`src/rtl/ils_instr_gen_pkg.sv`:
```
// Shared ISA constants, FSM state type and the instruction composer used by
// both the generator and the checker side of the harness.
package sodor_isa_pkg;

   localparam logic [6:0]  OPC_OP_IMM = 7'b0010011;
   localparam logic [6:0]  OPC_LOAD   = 7'b0000011;
   localparam logic [6:0]  OPC_STORE  = 7'b0100011;
   localparam logic [31:0] INSTR_NOP  = 32'h0000_0013;

   localparam logic [2:0]  F3_SLL = 3'd1;
   localparam logic [2:0]  F3_SRX = 3'd5;
   localparam logic [2:0]  F3_LB  = 3'd0;
   localparam logic [2:0]  F3_LBU = 3'd4;
   localparam logic [2:0]  F3_SB  = 3'd0;

   // Galois taps for x^64+x^63+x^61+x^60+1, right-shifting form
   localparam logic [63:0] LFSR_MASK = 64'hD800_0000_0000_0000;

   typedef enum logic [1:0] {IDLE, WARMUP, GEN, DONE} gen_state_t;

   function automatic logic [63:0] lfsr_step(input logic [63:0] r);
      return (r >> 1) ^ (r[0] ? LFSR_MASK : 64'd0);
   endfunction

   // Map an LFSR state onto a legal OP-IMM / STORE / LOAD word.
   // Shift immediates are masked so SLLI/SRLI/SRAI stay encodable.
   function automatic logic [31:0] compose(input logic [63:0] r);
      logic [1:0]  sel;
      logic [2:0]  f3;
      logic [4:0]  rd, rs1, rs2;
      logic [11:0] imm, imm_m, imm_l;
      logic        lb;
      logic [31:0] w;
      sel   = r[1:0];
      f3    = r[4:2];
      rd    = r[9:5];
      rs1   = r[14:10];
      rs2   = r[19:15];
      imm   = r[31:20];
      imm_l = r[43:32];
      lb    = r[44];
      imm_m = imm;
      if (f3 == F3_SRX)
         imm_m = imm & 12'h41F;
      else if (f3 == F3_SLL)
         imm_m = imm & 12'h01F;
      if (sel[1])
         w = {imm_m, rs1, f3, rd, OPC_OP_IMM};
      else if (sel[0])
         w = {imm_l[11:5], rs2, rs1, F3_SB, imm_l[4:0], OPC_STORE};
      else
         w = {imm_l, rs1, (lb ? F3_LBU : F3_LB), rd, OPC_LOAD};
      return w;
   endfunction

endpackage

```
`src/rtl/ils_instr_gen_if.sv`:
```
// Instruction stream handshake: producer drives valid/data, consumer drives ready.
interface ils_instr_gen_if;
   logic        instr_valid;
   logic        instr_ready;
   logic [31:0] instr_data;

   modport master (output instr_valid, output instr_data, input instr_ready);
   modport slave  (input instr_valid, input instr_data, output instr_ready);
endinterface

```
`src/rtl/ils_instr_gen_lfsr64.sv`:
```
// 64-bit Galois LFSR; advances one step per enabled cycle, reloads seed on reset.
module lfsr64
   import sodor_isa_pkg::*;
(
   input  logic        clk,
   input  logic        reset_n,
   input  logic        en,
   input  logic [63:0] seed,
   output logic [63:0] state
);

   logic [63:0] r_state;
   logic [63:0] w_seed_fixed;

   // An all-zero state would lock the register, so a zero seed becomes 1
   assign w_seed_fixed = (seed == 64'd0) ? 64'd1 : seed;

   // State register: reload on reset, step only when enabled
   always_ff @(posedge clk or negedge reset_n) begin
      if (!reset_n)
         r_state <= w_seed_fixed;
      else if (en)
         r_state <= lfsr_step(r_state);
   end

   assign state = r_state;

endmodule

```
`src/rtl/ils_instr_gen.sv`:
```
// Constrained-random I/L/S instruction source: NOP warm-up, then NUM_INSTR
// random words from an LFSR, all behind a stallable valid/ready output.
module ils_instr_gen
   import sodor_isa_pkg::*;
#(
   parameter logic [63:0] SEED        = 64'h0000_0000_0000_032D,
   parameter int          NUM_INSTR   = 100,
   parameter int          WARMUP_NOPS = 4
) (
   input  logic                 clk,
   input  logic                 reset_n,
   input  logic                 start,
   ils_instr_gen_if.master      bus,
   output logic                 done,
   output logic [15:0]          count
);

   if (NUM_INSTR < 1 || NUM_INSTR > 65535) begin : g_bad_num_instr
      $error("ils_instr_gen: NUM_INSTR must be in 1..65535");
   end
   if (WARMUP_NOPS < 0 || WARMUP_NOPS > 255) begin : g_bad_warmup
      $error("ils_instr_gen: WARMUP_NOPS must be in 0..255");
   end

   localparam logic [7:0]  NOP_LAST = 8'((WARMUP_NOPS > 0) ? WARMUP_NOPS - 1 : 0);
   localparam logic [15:0] CNT_LAST = 16'(NUM_INSTR - 1);

   gen_state_t  r_state, w_state_next;
   logic        r_valid, w_valid_next;
   logic [31:0] r_data, w_data_next;
   logic        r_done, w_done_next;
   logic [15:0] r_count, w_count_next;
   logic [7:0]  r_nop, w_nop_next;
   logic        w_accept, w_lfsr_en;
   logic [63:0] w_lfsr, w_lfsr_next;

   assign w_accept    = r_valid & bus.instr_ready;
   assign w_lfsr_next = lfsr_step(w_lfsr);

   lfsr64 u_lfsr (
      .clk     (clk),
      .reset_n (reset_n),
      .en      (w_lfsr_en),
      .seed    (SEED),
      .state   (w_lfsr)
   );

   // State and output registers; every output is driven straight from a flop
   always_ff @(posedge clk or negedge reset_n) begin
      if (!reset_n) begin
         r_state <= IDLE;
         r_valid <= 1'b0;
         r_data  <= INSTR_NOP;
         r_done  <= 1'b0;
         r_count <= 16'd0;
         r_nop   <= 8'd0;
      end else begin
         r_state <= w_state_next;
         r_valid <= w_valid_next;
         r_data  <= w_data_next;
         r_done  <= w_done_next;
         r_count <= w_count_next;
         r_nop   <= w_nop_next;
      end
   end

   // Next-state/output logic; the data register only moves on an accept, so
   // a stalled word is held unchanged until the consumer takes it
   always_comb begin
      w_state_next = r_state;
      w_valid_next = r_valid;
      w_data_next  = r_data;
      w_done_next  = r_done;
      w_count_next = r_count;
      w_nop_next   = r_nop;
      w_lfsr_en    = 1'b0;
      case (r_state)
         IDLE, DONE: begin
            if (start) begin
               w_done_next  = 1'b0;
               w_count_next = 16'd0;
               w_nop_next   = 8'd0;
               w_valid_next = 1'b1;
               if (WARMUP_NOPS == 0) begin
                  w_state_next = GEN;
                  w_data_next  = compose(w_lfsr);
               end else begin
                  w_state_next = WARMUP;
                  w_data_next  = INSTR_NOP;
               end
            end
         end
         WARMUP: begin
            if (w_accept) begin
               if (r_nop == NOP_LAST) begin
                  w_state_next = GEN;
                  w_data_next  = compose(w_lfsr);
               end else begin
                  w_nop_next = r_nop + 8'd1;
               end
            end
         end
         GEN: begin
            if (w_accept) begin
               w_lfsr_en    = 1'b1;
               w_count_next = r_count + 16'd1;
               if (r_count == CNT_LAST) begin
                  w_state_next = DONE;
                  w_valid_next = 1'b0;
                  w_done_next  = 1'b1;
               end else begin
                  w_data_next = compose(w_lfsr_next);
               end
            end
         end
         default: w_state_next = IDLE;
      endcase
   end

   assign bus.instr_valid = r_valid;
   assign bus.instr_data  = r_data;
   assign done            = r_done;
   assign count           = r_count;

endmodule

```
`src/flat_wrapper.sv`:
```
// flat-port wrapper written by rule: the top's interface ports become plain ports
module ils_instr_gen_flat import sodor_isa_pkg::*;
#(
   parameter logic [63:0] SEED        = 64'h0000_0000_0000_032D,
   parameter int          NUM_INSTR   = 100,
   parameter int          WARMUP_NOPS = 4
)
  (clk, reset_n, start, done, count, bus_instr_valid, bus_instr_data, bus_instr_ready);
  ils_instr_gen_if bus_i ();
  input  logic clk;
  input  logic reset_n;
  input  logic start;
  output logic done;
  output logic [15:0] count;
  output wire logic [$bits(bus_i.instr_valid)-1:0] bus_instr_valid;
  output wire logic [$bits(bus_i.instr_data)-1:0] bus_instr_data;
  input wire logic [$bits(bus_i.instr_ready)-1:0] bus_instr_ready;
  assign bus_instr_valid = bus_i.instr_valid;
  assign bus_instr_data = bus_i.instr_data;
  assign bus_i.instr_ready = bus_instr_ready;
  ils_instr_gen #(.SEED(SEED), .NUM_INSTR(NUM_INSTR), .WARMUP_NOPS(WARMUP_NOPS)) u_core (.clk(clk), .reset_n(reset_n), .start(start), .bus(bus_i), .done(done), .count(count));
endmodule
```
`config.mk`:
```
export PLATFORM = sky130hd
export DESIGN_NAME = ils_instr_gen_flat
export DESIGN_NICKNAME = d
export VERILOG_FILES = /design/src/rtl/ils_instr_gen_pkg.sv /design/src/rtl/ils_instr_gen_if.sv /design/src/rtl/ils_instr_gen_lfsr64.sv /design/src/rtl/ils_instr_gen.sv /design/src/flat_wrapper.sv
export SDC_FILE = /design/constraint.sdc
export NUM_CORES = 1
export LEC_CHECK = 0
export ABC_AREA = 1
export CAP_MARGIN = 20
export CORE_MARGIN = 2
export CORE_UTILIZATION = 40
export CTS_CLUSTER_DIAMETER = 30
export DETAILED_ROUTE_END_ITERATION = 10
export HOLD_SLACK_MARGIN = 0.05
export PLACE_DENSITY = 0.6
export SYNTH_ARGS = -nofsm -noshare
export SYNTH_HDL_FRONTEND = slang
export SYNTH_SLANG_ARGS = --single-unit
```
`constraint.sdc`:
```
create_clock -name clk -period 1.6 [get_ports clk]
set_input_delay 0.24 -clock clk [delete_from_list [all_inputs] [get_ports clk]]
set_output_delay 0.24 -clock clk [all_outputs]
set_load 0.1 [all_outputs]
```
## After elaboration in Yosys (flattened, before gate mapping)

Cells that the tools add are included.

- Flip-flop bits (word level): 124
- Bits of input ports: 4
- Output and inout port bits: 50
- Logic and storage cells: 76

- Muxes and demuxes: 40
- Bitwise logic cells: 2
- Equal/unequal tests: 16
- Add/subtract/negate cells: 2
- Reduce and logical (&&, ||, !) cells: 9

Operators by type and width:

| kind | number |
|---|---|
| $mux 32 | 7 |
| $pmux 32 s3 | 1 |
| $mux 64 | 1 |
| $xor 63x64->64 | 1 |
| $mux 25 | 2 |
| $mux 12 | 4 |
| $mux 16 | 2 |
| $pmux 16 s2 | 1 |
| $mux 8 | 3 |
| $add 16x1->16 const B | 1 |
| $eq 16x7->1 const B | 1 |
| $pmux 8 s2 | 1 |
| $mux 2 | 5 |
| $reduce_and 5->1 | 2 |
| $add 8x1->8 const B | 1 |
| $eq 8x2->1 const B | 1 |
| $mux 1 | 8 |
| $ne 2x1->1 const B | 4 |
| $reduce_and 4->1 | 2 |
| $eq 3x1->1 const B | 2 |
| $eq 3x3->1 const B | 2 |
| $mux 3 | 2 |
| $ne 2x2->1 const B | 3 |
| $pmux 2 s3 | 1 |
| other kinds (8) | 11 |

## Depth between registers and ports, before layout

Gate-level depths: netlist (run 1).

- Depth after elaboration: 9
- Mapped depth: 12
- Gate-level depth less buffers: 11

## Least setup slack after synthesis (run 1)

Ideal clock, no wire load.

- Path kind: flip-flop to flip-flop
- From: register u_core.r_count[1] (netlist: u_core.count[1])
- To: register u_core.r_data[12] (netlist: u_core.bus.instr_data[12])
- Period minus slack after synthesis: 2.144 ns
- Setup time: 0.120 ns
- Arrival: 2.025 ns
- Buffers on the path: 1
- Slack: -0.544 ns
- Stages on the path, launching flop included: 12
- Required time: 1.480 ns
- Cell sequence: dfrtp_1 -> ha_1 -> inv_1 -> nor2_1 -> nand2_1 -> nor2_2 -> nand2_1 -> nor2_2 -> nor2_4 -> buf_6 -> nand2_1 -> nand2_1

- Longest elaborated chain between the ends: 3

Ends and longest elaborated chain:

| item | RTL line | source |
|---|---|---|
| from (decl) | ils_instr_gen.sv:32 | `logic [15:0] r_count, w_count_next;` |
| from (signal assigned) | ils_instr_gen.sv:62 | `r_count <= w_count_next;` |
| $eq 16x7->1 | ils_instr_gen.sv:107 | `if (r_count == CNT_LAST) begin` |
| $ne 2x2->1 (no source line) | - |  |
| $reduce_and 5->1 (no source line) | - |  |
| to (signal assigned) | ils_instr_gen.sv:60 | `r_data <= w_data_next;` |
| to (decl) | ils_instr_gen.sv:30 | `logic [31:0] r_data, w_data_next;` |

Every way passes these cells.
A chain may end at the register's enable or synchronous reset.

## Worst setup path in the final report (run 1)

- From: register u_core.r_count[0] (netlist: u_core.count[0])
- To: register u_core.r_data[24] (netlist: u_core.bus.instr_data[24])

The elaborated chain is that of the path after synthesis.

==> out/qor.csv, run 1 <==
stage,metric,value,unit
sta,min_period_over_period,105,%
grt,grt_pass1_wl,27400,µm
worst_setup_path,end_kind,flip-flop,
worst_setup_path,startpoint_type,flip-flop,
grt,antenna_found_initial,0,
drt,firstDrtPassIters,6,
flow_run,max_cap_violations,0,
status,status,finished with violations,
sta,tightest_slew,0.574,ns
grt,grt_overflow,0,
cells_and_area,multi_input_area,3370,µm²
clock_tree,cts_buffers,17,
synth,yosys_register_bits,119,
power_and_ir_drop,ir_drop,1140,µV
cells_and_area,seq_area,3020,µm²
power_and_ir_drop,powerDensity,1980,nW/µm²
sta,period_minus_slack,1.67,ns
synth,synth.largest_area_cell,dfrtp_1,
drt,wire_per_inst,16.3,µm
synth,synth_common_cells,"nand2_1, dfrtp_1, inv_1",
cells_and_area,nFillCells,1169,
drt,ant_nets,0,
synth,synth_edf_count,0,
clock_tree,cts-root-buf,clkbuf_16,
drt,vias_per_cell,5.13,
synth,synth_warnings,0,
status,violations,setup timing,
floorplanning,die_w,128,µm
synth,synthCells,858,
power_and_ir_drop,p_leak,4.89,nW
synth,syn_area,6200,µm²
synth,yosys.cell_count.top_type,nand2_1,
placed_design,io_buffer_count,48,
sta,relSlewSlack,61.4,%
synth,avgSynthCellArea,7.22,µm²
clock_tree,clkSlewWorstSetupHoldPaths,0.05,ns
placed_design,post_dp_cell_area,7840,µm²
drt,wl,19600,µm
clock_tree,clkSinkCount,119,
sta,setup_violations,70,
synth,synth.top_cell.area_share,45.2,%
floorplanning,rows,45,
cells_and_area,fin_nets,1012,
floorplanning,die_height,128,µm
placed_design,hpwl,10900,µm
cells_and_area,diodes,0,
cells_and_area,final_cell_area,9720,µm²
power_and_ir_drop,finalPower,19.3,mW
sta,hold_viol,0,
sta,skew,0.00670,ns
cells_and_area,syn2layout_area_growth,56.9,%
worst_setup_path,critical_path_class,reg -> reg,
floorplanning,coreArea,15100,µm²
sta,rsz0062_at_grt,true,
synth,ys_async_sr_fraction,100,%
drt,drtIter0Drc,621,
synth,ys_seq_area_share,48.2,%
worst_setup_path,required,1.91,ns
hold_path,hold_path.class,in -> async,
grt,grt_max_degree,38,
sta,slew_viol_final,0,
cells_and_area,final_layout_size_suffix_gt1_share,36.2,%
floorplanning,dieArea,16500,µm²
clock_tree,cts_htree_levels,4,
drt,num_vias,6182,
clock_tree,insertion_delay,0.42,ns
sta,fmax,597,MHz
grt,grt_pass1_vias,5414,
floorplanning,initial_core_util,40.9,%
grt,grt_usage,21.1,%
synth,ys_types,31,
sta,setup_slack,-0.0740,ns
worst_setup_path,path_max_fanout,7,
clock_tree,clockBufferDepth,2,
clock_tree,cts_tree,yes,
worst_setup_path,cp.arrival,1.98,ns
synth,synth_ff_type,dfrtp_1,
drt,drc,0,
placed_design,routabilityCongestion,0.887,
sta,fin_hold_ws,0.302,ns
synth,synth_area_leaders,"dfrtp_1, nand2_1, nand3_1",
floorplanning,ios,54,
-- cells by family (layout without fill, tap and decap cells) --
group                    after synthesis  in the layout  share of synthesized area (%)
AND/OR/NAND/NOR                      537            541                           35.1
flip-flops                           119            119                           48.2
buffers and inverters                105            256                           7.53
AO/OA/AOI/OAI                         85             85                           7.29
adder cells (fa/ha/maj)                5              5                           1.01
XOR/XNOR                               5              5                          0.707
other                                  2              5                          0.121
-- metrics by stage --
step	util, %	setup WS, ns	TNS (ns)	instances
after floorplan	-	-0.0624	-1.32	861
after global placement	51.8	-0.127	-6.46	1125
after detailed placement	51.8	-0.143	-8.05	1125
after CTS	57.1	-0.0239	-0.158	1169
after global routing	64.2	-0.177	-7.57	1204
final	64.2	-0.0740	-2.73	1204
-- path summary, 6_finish.rpt --
check | start | to | slack (ns) | cells after the start
worst max-delay path | u_core.count[0] | u_core.bus.instr_data[24] | -0.07 | 12
worst min-delay path | reset_n | u_core.r_nop[7] | 0.30 | 2
worst max register to register | u_core.count[0] | u_core.bus.instr_data[24] | -0.07 | 12
worst min register to register | u_core.u_lfsr.state[48] | u_core.u_lfsr.state[48] | 0.47 | 2
max in group asynchronous | reset_n | u_core.u_lfsr.state[5] | 0.61 | 3
min in group clk | u_core.u_lfsr.state[48] | u_core.u_lfsr.state[48] | 0.47 | 2
-- timing repair --
item,4_1_cts,5_1_grt
buffers inserted,7,12
gates resized for setup,37,178
endpoints found under the setup margin,109,118
pin swaps,7,39
cloned,4,24
hold buffers,1,0
endpoints found under the hold margin,23,0
-- where the power goes --
group	total [mW]	internal (mW)	switching (mW)	leakage [nW]
registers	4.84	3.93	0.908	1.55
logic	10.9	4.40	6.53	3.09
clock network	3.50	2.09	1.41	0.249
total	19.3	10.4	8.85	4.89
-- routing by layer --
metal,global-route usage (%),share of wire [%]
met4,8.86,2.6
met2,31.5,47
met3,3.99,6.4
met1,30.0,44
met5,0,0
-- critical path, cell delays in order, from the launching register on --
cell and delay [ns]:
dfrtp_4 0.42, ha_4 0.15, inv_2 0.05, nor2_2 0.08, nand2_2 0.07, nor2_4 0.13, nand2_2 0.09, nor2_4 0.13
nor2_4 0.05, buf_12 0.13, clkbuf_16 0.17, nand2_2 0.05, nand2_1 0.04
-- flip-flops by register name (all words and copies together) (netlist names) --
signal	flops
u_core.u_lfsr.state	64
u_core.bus.instr_data	27
u_core.count	16
u_core.r_nop	8
u_core.r_state	2
u_core.bus.instr_valid	1
u_core.done	1
-- area by class of cell --
type | count | area share, %
multi-input combinational | 641 | 34.6
sequential | 119 | 31.1
timing repair buffer | 156 | 23.4
clock buffer | 21 | 4.84
inverter | 68 | 2.83
tap | 188 | 2.42
clock inverter | 11 | 0.785
-- cell usage in the layout, fill, tap and decap left out, drive strengths merged, types with 6 or more instances in the layout --
cell type | Yosys | final
nor3 | 6 | 6
clkbuf | 11 | 36
o21ai | 44 | 44
a21oi | 33 | 33
nand2 | 397 | 401
nor2 | 69 | 69
buf | 26 | 138
nand4 | 6 | 6
clkinvlp | 0 | 7
clkinv | 2 | 6
dfstp | 7 | 7
nand3 | 54 | 54
dfrtp | 112 | 112
inv | 66 | 66
Note: power is estimated with default switching activity, not from simulation.
==> run 2: changes to the inputs <==
- PLACE_DENSITY: 0.6 -> 0.58
- SETUP_SLACK_MARGIN: default -> 0.05
- clock period: 1.6 -> 1.8 ns (I/O delays scaled with it)
==> run 2 against run 1 <==
Net effect:
- cell area fell by 19%
- clock skew barely moved
- final cell count fell by 5.9%
- critical path type unchanged
- first-iteration DRC count fell by 37%
- the run now ends clean
- die area did not move
- setup slack improved by 0.19 ns
==> out/qor.csv, run 2 (synthesized netlist as in run 1, its figures left out) <==
stage,metric,value,unit,change
placed_design,hpwl,10700,µm,was 10900 µm
placed_design,routabilityCongestion,0.856,,was 0.887
floorplanning,ios,54,,unchanged
grt,antenna_found_initial,0,,unchanged
drt,drtIter0Drc,390,,was 621
grt,grt_use_met3,5.11,%,was 3.99%
flow_run,max_cap_violations,0,,unchanged
sta,rsz0062_at_grt,true,,unchanged
floorplanning,coreArea,15100,µm²,unchanged
cells_and_area,layout_common_cells,"nand2_1, dfrtp_1, buf_4",,"was nand2_1, dfrtp_1, nand2_2"
grt,grt_pass1_wl,26100,µm,was 27400 µm
drt,wire_per_inst,13.8,µm,was 16.3 µm
placed_design,io_buffer_count,48,,unchanged
worst_setup_path,critical_path_class,reg -> reg,,unchanged
sta,slew_viol_final,0,,unchanged
sta,fmax,593,MHz,was 597 MHz
power_and_ir_drop,p_leak,4.00,nW,was 4.89 nW
sta,skew,0.00696,ns,was 0.00670 ns
worst_setup_path,r2r-end,u_core.count[15],,was u_core.bus.instr_data[24]
drt,drc,0,,unchanged
cells_and_area,final_layout_size_suffix_gt1_share,18.4,%,was 36.2%
hold_path,hold_path.class,in -> async,,unchanged
worst_setup_path,path_max_fanout,8,,was 7
clock_tree,clockBufferDepth,2,,unchanged
grt,grt_pass1_vias,5064,,was 5414
sta,setup-tns-final,0,ns,was -2.73 ns
grt,grt_use_met2,29.1,%,was 31.5%
status,status,finished clean,,was finished with violations
drt,num_vias,5496,,was 6182
drt,wl,15600,µm,was 19600 µm
worst_setup_path,cp.arrival,2.03,ns,was 1.98 ns
cells_and_area,largest_reg_flops,64,,unchanged
floorplanning,rows,45,,unchanged
drt,firstDrtPassIters,4,,was 6
sta,fin_hold_ws,0.280,ns,was 0.302 ns
worst_setup_path,end_kind,flip-flop,,unchanged
grt,grt_max_degree,75,,was 38
clock_tree,cts_htree_levels,4,,unchanged
cells_and_area,syn2layout_area_growth,27.6,%,was 56.9%
cells_and_area,diodes,0,,unchanged
clock_tree,cts_buffers,17,,unchanged
sta,setup_violations,0,,was 70
floorplanning,dieArea,16500,µm²,unchanged
worst_setup_path,reg2regPathDepth,10,,was 12
power_and_ir_drop,powerDensity,1790,nW/µm²,was 1980 nW/µm²
sta,period_minus_slack,1.69,ns,was 1.67 ns
worst_setup_path,required,2.15,ns,was 1.91 ns
worst_setup_path,reg2reg_from,u_core.r_state[1],,was u_core.count[0]
sta,hold_viol,0,,unchanged
cells_and_area,fin_nets,941,,was 1012
grt,gr-usage-met1,29.7,%,was 30.0%
cells_and_area,final_common_cell,nand2_1,,unchanged
power_and_ir_drop,ir_drop,835,µV,was 1140 µV
worst_setup_path,cp-startpoint,u_core.r_state[1],,was u_core.count[0]
clock_tree,cts_tree,yes,,unchanged
worst_setup_path,rrSetupSlack,0.11,ns,was -0.07 ns
grt,grt_usage,20.1,%,was 21.1%
drt,ant_nets,0,,unchanged
drt,vias_per_cell,4.85,,was 5.13
sta,min_period_over_period,93.6,%,was 105%
clock_tree,cts-root-buf,clkbuf_16,,unchanged
floorplanning,die_w,128,µm,unchanged
clock_tree,clkSlewWorstSetupHoldPaths,0.05,ns,about the same
grt,grt_overflow,0,,unchanged
floorplanning,die_height,128,µm,unchanged
clock_tree,insertion_delay,0.42,ns,about the same
floorplanning,initial_core_util,40.9,%,unchanged
clock_tree,clkSinkCount,119,,unchanged
worst_setup_path,startpoint_type,flip-flop,,unchanged
grt,busiest_layer,met1,,was met2
==> run 2: worst max-delay path: stages, from the launching register on <==
cell and delay [ns]:
dfrtp_1 0.39, buf_4 0.15, ha_4 0.29, inv_2 0.05, nand2_2 0.08, nand3_4 0.12, nor2_4 0.23, nand3_1 0.10
nand2_1 0.08, inv_1 0.04, nor2_1 0.08
==> run 2: worst max-delay path by stage <==
stage	cells after the start	slack, ns	end
2_1_floorplan	11	0.08	u_core.bus.instr_data[11]
3_3_place_gp	10	0.06	u_core.count[14]
3_5_place_dp	11	0.02	u_core.bus.instr_data[8]
4_1_cts	12	0.06	u_core.bus.instr_data[8]
5_1_grt	9	0.004	u_core.count[3]
6_report	10	0.11	u_core.count[15]
==> run 2: final cells by class <==
class,count,area (µm²)
fillers,1484,7240
flip-flops and latches,119,3020
multi-input cells,637,2840
repair buffers,89,988
clock buffers,24,472
inverters,68,260
well taps,188,235
clock inverters,8,97.6
==> run 2: metal layers <==
layer | vias up | share of wire, %
met5 | - | 0
met4 | 0 | 1.2
met3 | 14 | 3.9
met2 | 112 | 44
met1 | 2543 | 51
li1 | 2827 | -
==> run 2: metrics by stage <==
step                instances  cell area (µm²)  utilization [%]  power [mW]  worst slack [ns]
detailed placement       1094             7200             47.5        10.6            0.0161
floorplan                 861             6240                -        8.50            0.0757
CTS                      1127             7800             51.5        14.0            0.0622
finish                   1133             7910             52.2        14.2             0.115
global route             1133             7910             52.2        15.1           0.00427
global placement         1094             7200             47.5        10.6            0.0574
==> run 2: where the power goes <==
group,internal (mW),switching (mW)
sequential,3.50,0.655
clock,2.10,1.20
combinational,2.11,4.60
==> run 2: repair_timing <==
action / CTS / global route
buffers inserted: 0 / 6
pin swaps: 0 / 5
hold buffers: 1 / 0
endpoints found under the hold margin: 16 / 0
setup endpoints to repair: 5 / 39
gates resized for setup: 3 / 22
==> run 3: changes to the inputs <==
- REMOVE_ABC_BUFFERS: default -> 1
==> run 3 against run 2 <==
Net effect:
- count of clock-buffer cells in the layout down 5
- first-iteration DRC count up 11%
- clock power about the same
- critical path type unchanged
- largest power group unchanged
==> out/qor.csv, run 3 (synthesized netlist as in run 1, its figures left out) <==
stage,metric,value,unit,change
sta,relSlewSlack,59.8,%,
clock_tree,clkSlewWorstSetupHoldPaths,0.05,ns,about the same
sta,fmax,598,MHz,was 593 MHz
drt,ant_nets,0,,unchanged
drt,firstDrtPassIters,5,,was 4
cells_and_area,seq_area,2990,µm²,was 3020 µm²
grt,grt_pass1_vias,5105,,was 5064
sta,period_minus_slack,1.67,ns,was 1.69 ns
power_and_ir_drop,finalPower,14.2,mW,about the same
worst_setup_path,critical_path_class,reg -> reg,,unchanged
power_and_ir_drop,powerDensity,1790,nW/µm²,about the same
placed_design,place_inst,1107,,was 1094
drt,vias_per_cell,4.90,,was 4.85
grt,grt_overflow,0,,unchanged
cells_and_area,final_common_cell,nand2_1,,unchanged
floorplanning,initial_core_util,40.9,%,unchanged
power_and_ir_drop,p_leak,4.07,nW,was 4.00 nW
status,status,finished clean,,unchanged
grt,grt_pass1_wl,25700,µm,was 26100 µm
clock_tree,clkSinkCount,119,,unchanged
sta,rsz0062_at_grt,false,,was true
placed_design,io_buffer_count,48,,unchanged
placed_design,routabilityCongestion,0.862,,was 0.856
grt,antenna_found_initial,0,,unchanged
cells_and_area,final_cell_area,7930,µm²,was 7910 µm²
sta,min_period_over_period,92.9,%,was 93.6%
sta,fin_hold_ws,0.314,ns,was 0.280 ns
sta,tightest_slew,0.598,ns,
drt,num_vias,5593,,was 5496
worst_setup_path,rrSetupSlack,0.13,ns,was 0.11 ns
placed_design,dp_worst_setup_slack,-0.0242,ns,was 0.0161 ns
sta,slew_viol_final,0,,unchanged
flow_run,max_cap_violations,0,,unchanged
hold_path,hold_path.class,in -> async,,unchanged
floorplanning,rows,45,,unchanged
floorplanning,dieArea,16500,µm²,unchanged
clock_tree,cts_buffers,17,,unchanged
drt,wire_per_inst,13.6,µm,was 13.8 µm
cells_and_area,nFillCells,1455,,was 1484
worst_setup_path,required,2.10,ns,was 2.15 ns
sta,setup_violations,0,,unchanged
clock_tree,cts_tree,yes,,unchanged
sta,hold_viol,0,,unchanged
worst_setup_path,cp.arrival,1.98,ns,was 2.03 ns
cells_and_area,finish.utilization,52.3,%,was 52.2%
placed_design,post_dp_cell_area,7250,µm²,was 7200 µm²
cells_and_area,diodes,0,,unchanged
sta,setup_slack,0.127,ns,was 0.115 ns
clock_tree,cts-root-buf,clkbuf_16,,unchanged
cells_and_area,layout.cells.non_filler,1142,,was 1133
clock_tree,clockBufferDepth,2,,unchanged
grt,grt_usage,19.8,%,was 20.1%
cells_and_area,fin_nets,950,,was 941
cells_and_area,multi_input_area,2830,µm²,was 2840 µm²
cells_and_area,syn2layout_area_growth,27.9,%,was 27.6%
worst_setup_path,end_kind,flip-flop,,unchanged
drt,drc,0,,unchanged
floorplanning,coreArea,15100,µm²,unchanged
clock_tree,cts_htree_levels,4,,unchanged
floorplanning,die_w,128,µm,unchanged
cells_and_area,largest_reg_flops,64,,unchanged
sta,skew,0.00563,ns,was 0.00696 ns
floorplanning,ios,54,,unchanged
drt,wl,15500,µm,was 15600 µm
drt,drtIter0Drc,434,,was 390
placed_design,hpwl,10800,µm,was 10700 µm
cells_and_area,layout_common_cells,"nand2_1, dfrtp_1, buf_4",,unchanged
worst_setup_path,startpoint_type,flip-flop,,unchanged
floorplanning,die_height,128,µm,unchanged
power_and_ir_drop,ir_drop,834,µV,was 835 µV
worst_setup_path,path_max_fanout,7,,was 8
sta,setup-tns-final,0,ns,unchanged
grt,grt_max_degree,55,,was 75
clock_tree,insertion_delay,0.42,ns,about the same
cells_and_area,final_layout_size_suffix_gt1_share,17.4,%,was 18.4%
[run 3: cell types whose count changed in the layout (fill, tap and decap cells not counted), moves of 2 or more]
cell / previous run / this run
clkbuf_1: 5 / 1
inv_2: 5 / 7
clkinvlp_4: 3 / 5
dfrtp_4: 3 / 0
clkinv_2: 3 / 5
a21oi_1: 31 / 33
inv_4: 2 / 0
o21ai_0: 41 / 43
dfrtp_1: 94 / 112
o21ai_1: 2 / 0
buf_4: 61 / 70
a21oi_2: 2 / 0
dfrtp_2: 15 / 0
[run 3: timing repair]
action / 4_1_cts / 5_1_grt
endpoints found under the hold margin: 22 / 0
setup buffers: 0 / 2
resized for setup: 4 / 15
hold buffers: 1 / 0
pin swaps: 0 / 5
setup endpoints to repair: 29 / 42
[run 3: final cells by class]
cell class	count	share of cell area [%]
inverter	68	3.22
timing repair buffer	98	13.2
tap	188	2.97
sequential	119	37.7
clock buffer	19	5.59
clock inverter	13	1.66
multi-input combinational	637	35.7
[run 3: final timing paths]
check                                              from                 endpoint  cells after the start
worst min-delay path                            reset_n         u_core.count[10]                      2
max in group asynchronous                       reset_n   u_core.u_lfsr.state[0]                      3
min in group clk                u_core.u_lfsr.state[49]  u_core.u_lfsr.state[49]                      2
worst max register to register        u_core.r_state[1]          u_core.count[7]                      9
worst min register to register  u_core.u_lfsr.state[49]  u_core.u_lfsr.state[49]                      2
worst max-delay path                  u_core.r_state[1]          u_core.count[7]                      9
[run 3: per-layer routing]
| metal | global-route usage [%] | routed length (µm) | up-vias |
|---|---|---|---|
| met5 | 0 | 0 | - |
| met4 | 7.11 | 243 | 0 |
| met3 | 3.53 | 555 | 20 |
| met2 | 28.1 | 6680 | 110 |
| met1 | 30.2 | 8070 | 2624 |
| li1 | - | - | 2839 |
[run 3: report_power, final]
part	leakage (nW)	total, mW	internal (mW)	switching, mW
sequential	1.58	4.10	3.48	0.625
clock	0.271	3.27	2.06	1.22
combinational	2.23	6.81	2.16	4.65
total	4.07	14.2	7.70	6.49
[run 3: critical path, cell delays in order, from the launching register on]
cell,delay (ns)
dfrtp_1,0.42
ha_4,0.32
inv_2,0.04
nand2_2,0.07
nand3_4,0.08
buf_12,0.14
nor2_4,0.21
nand2_1,0.08
o21ai_0,0.14
nor2_1,0.05
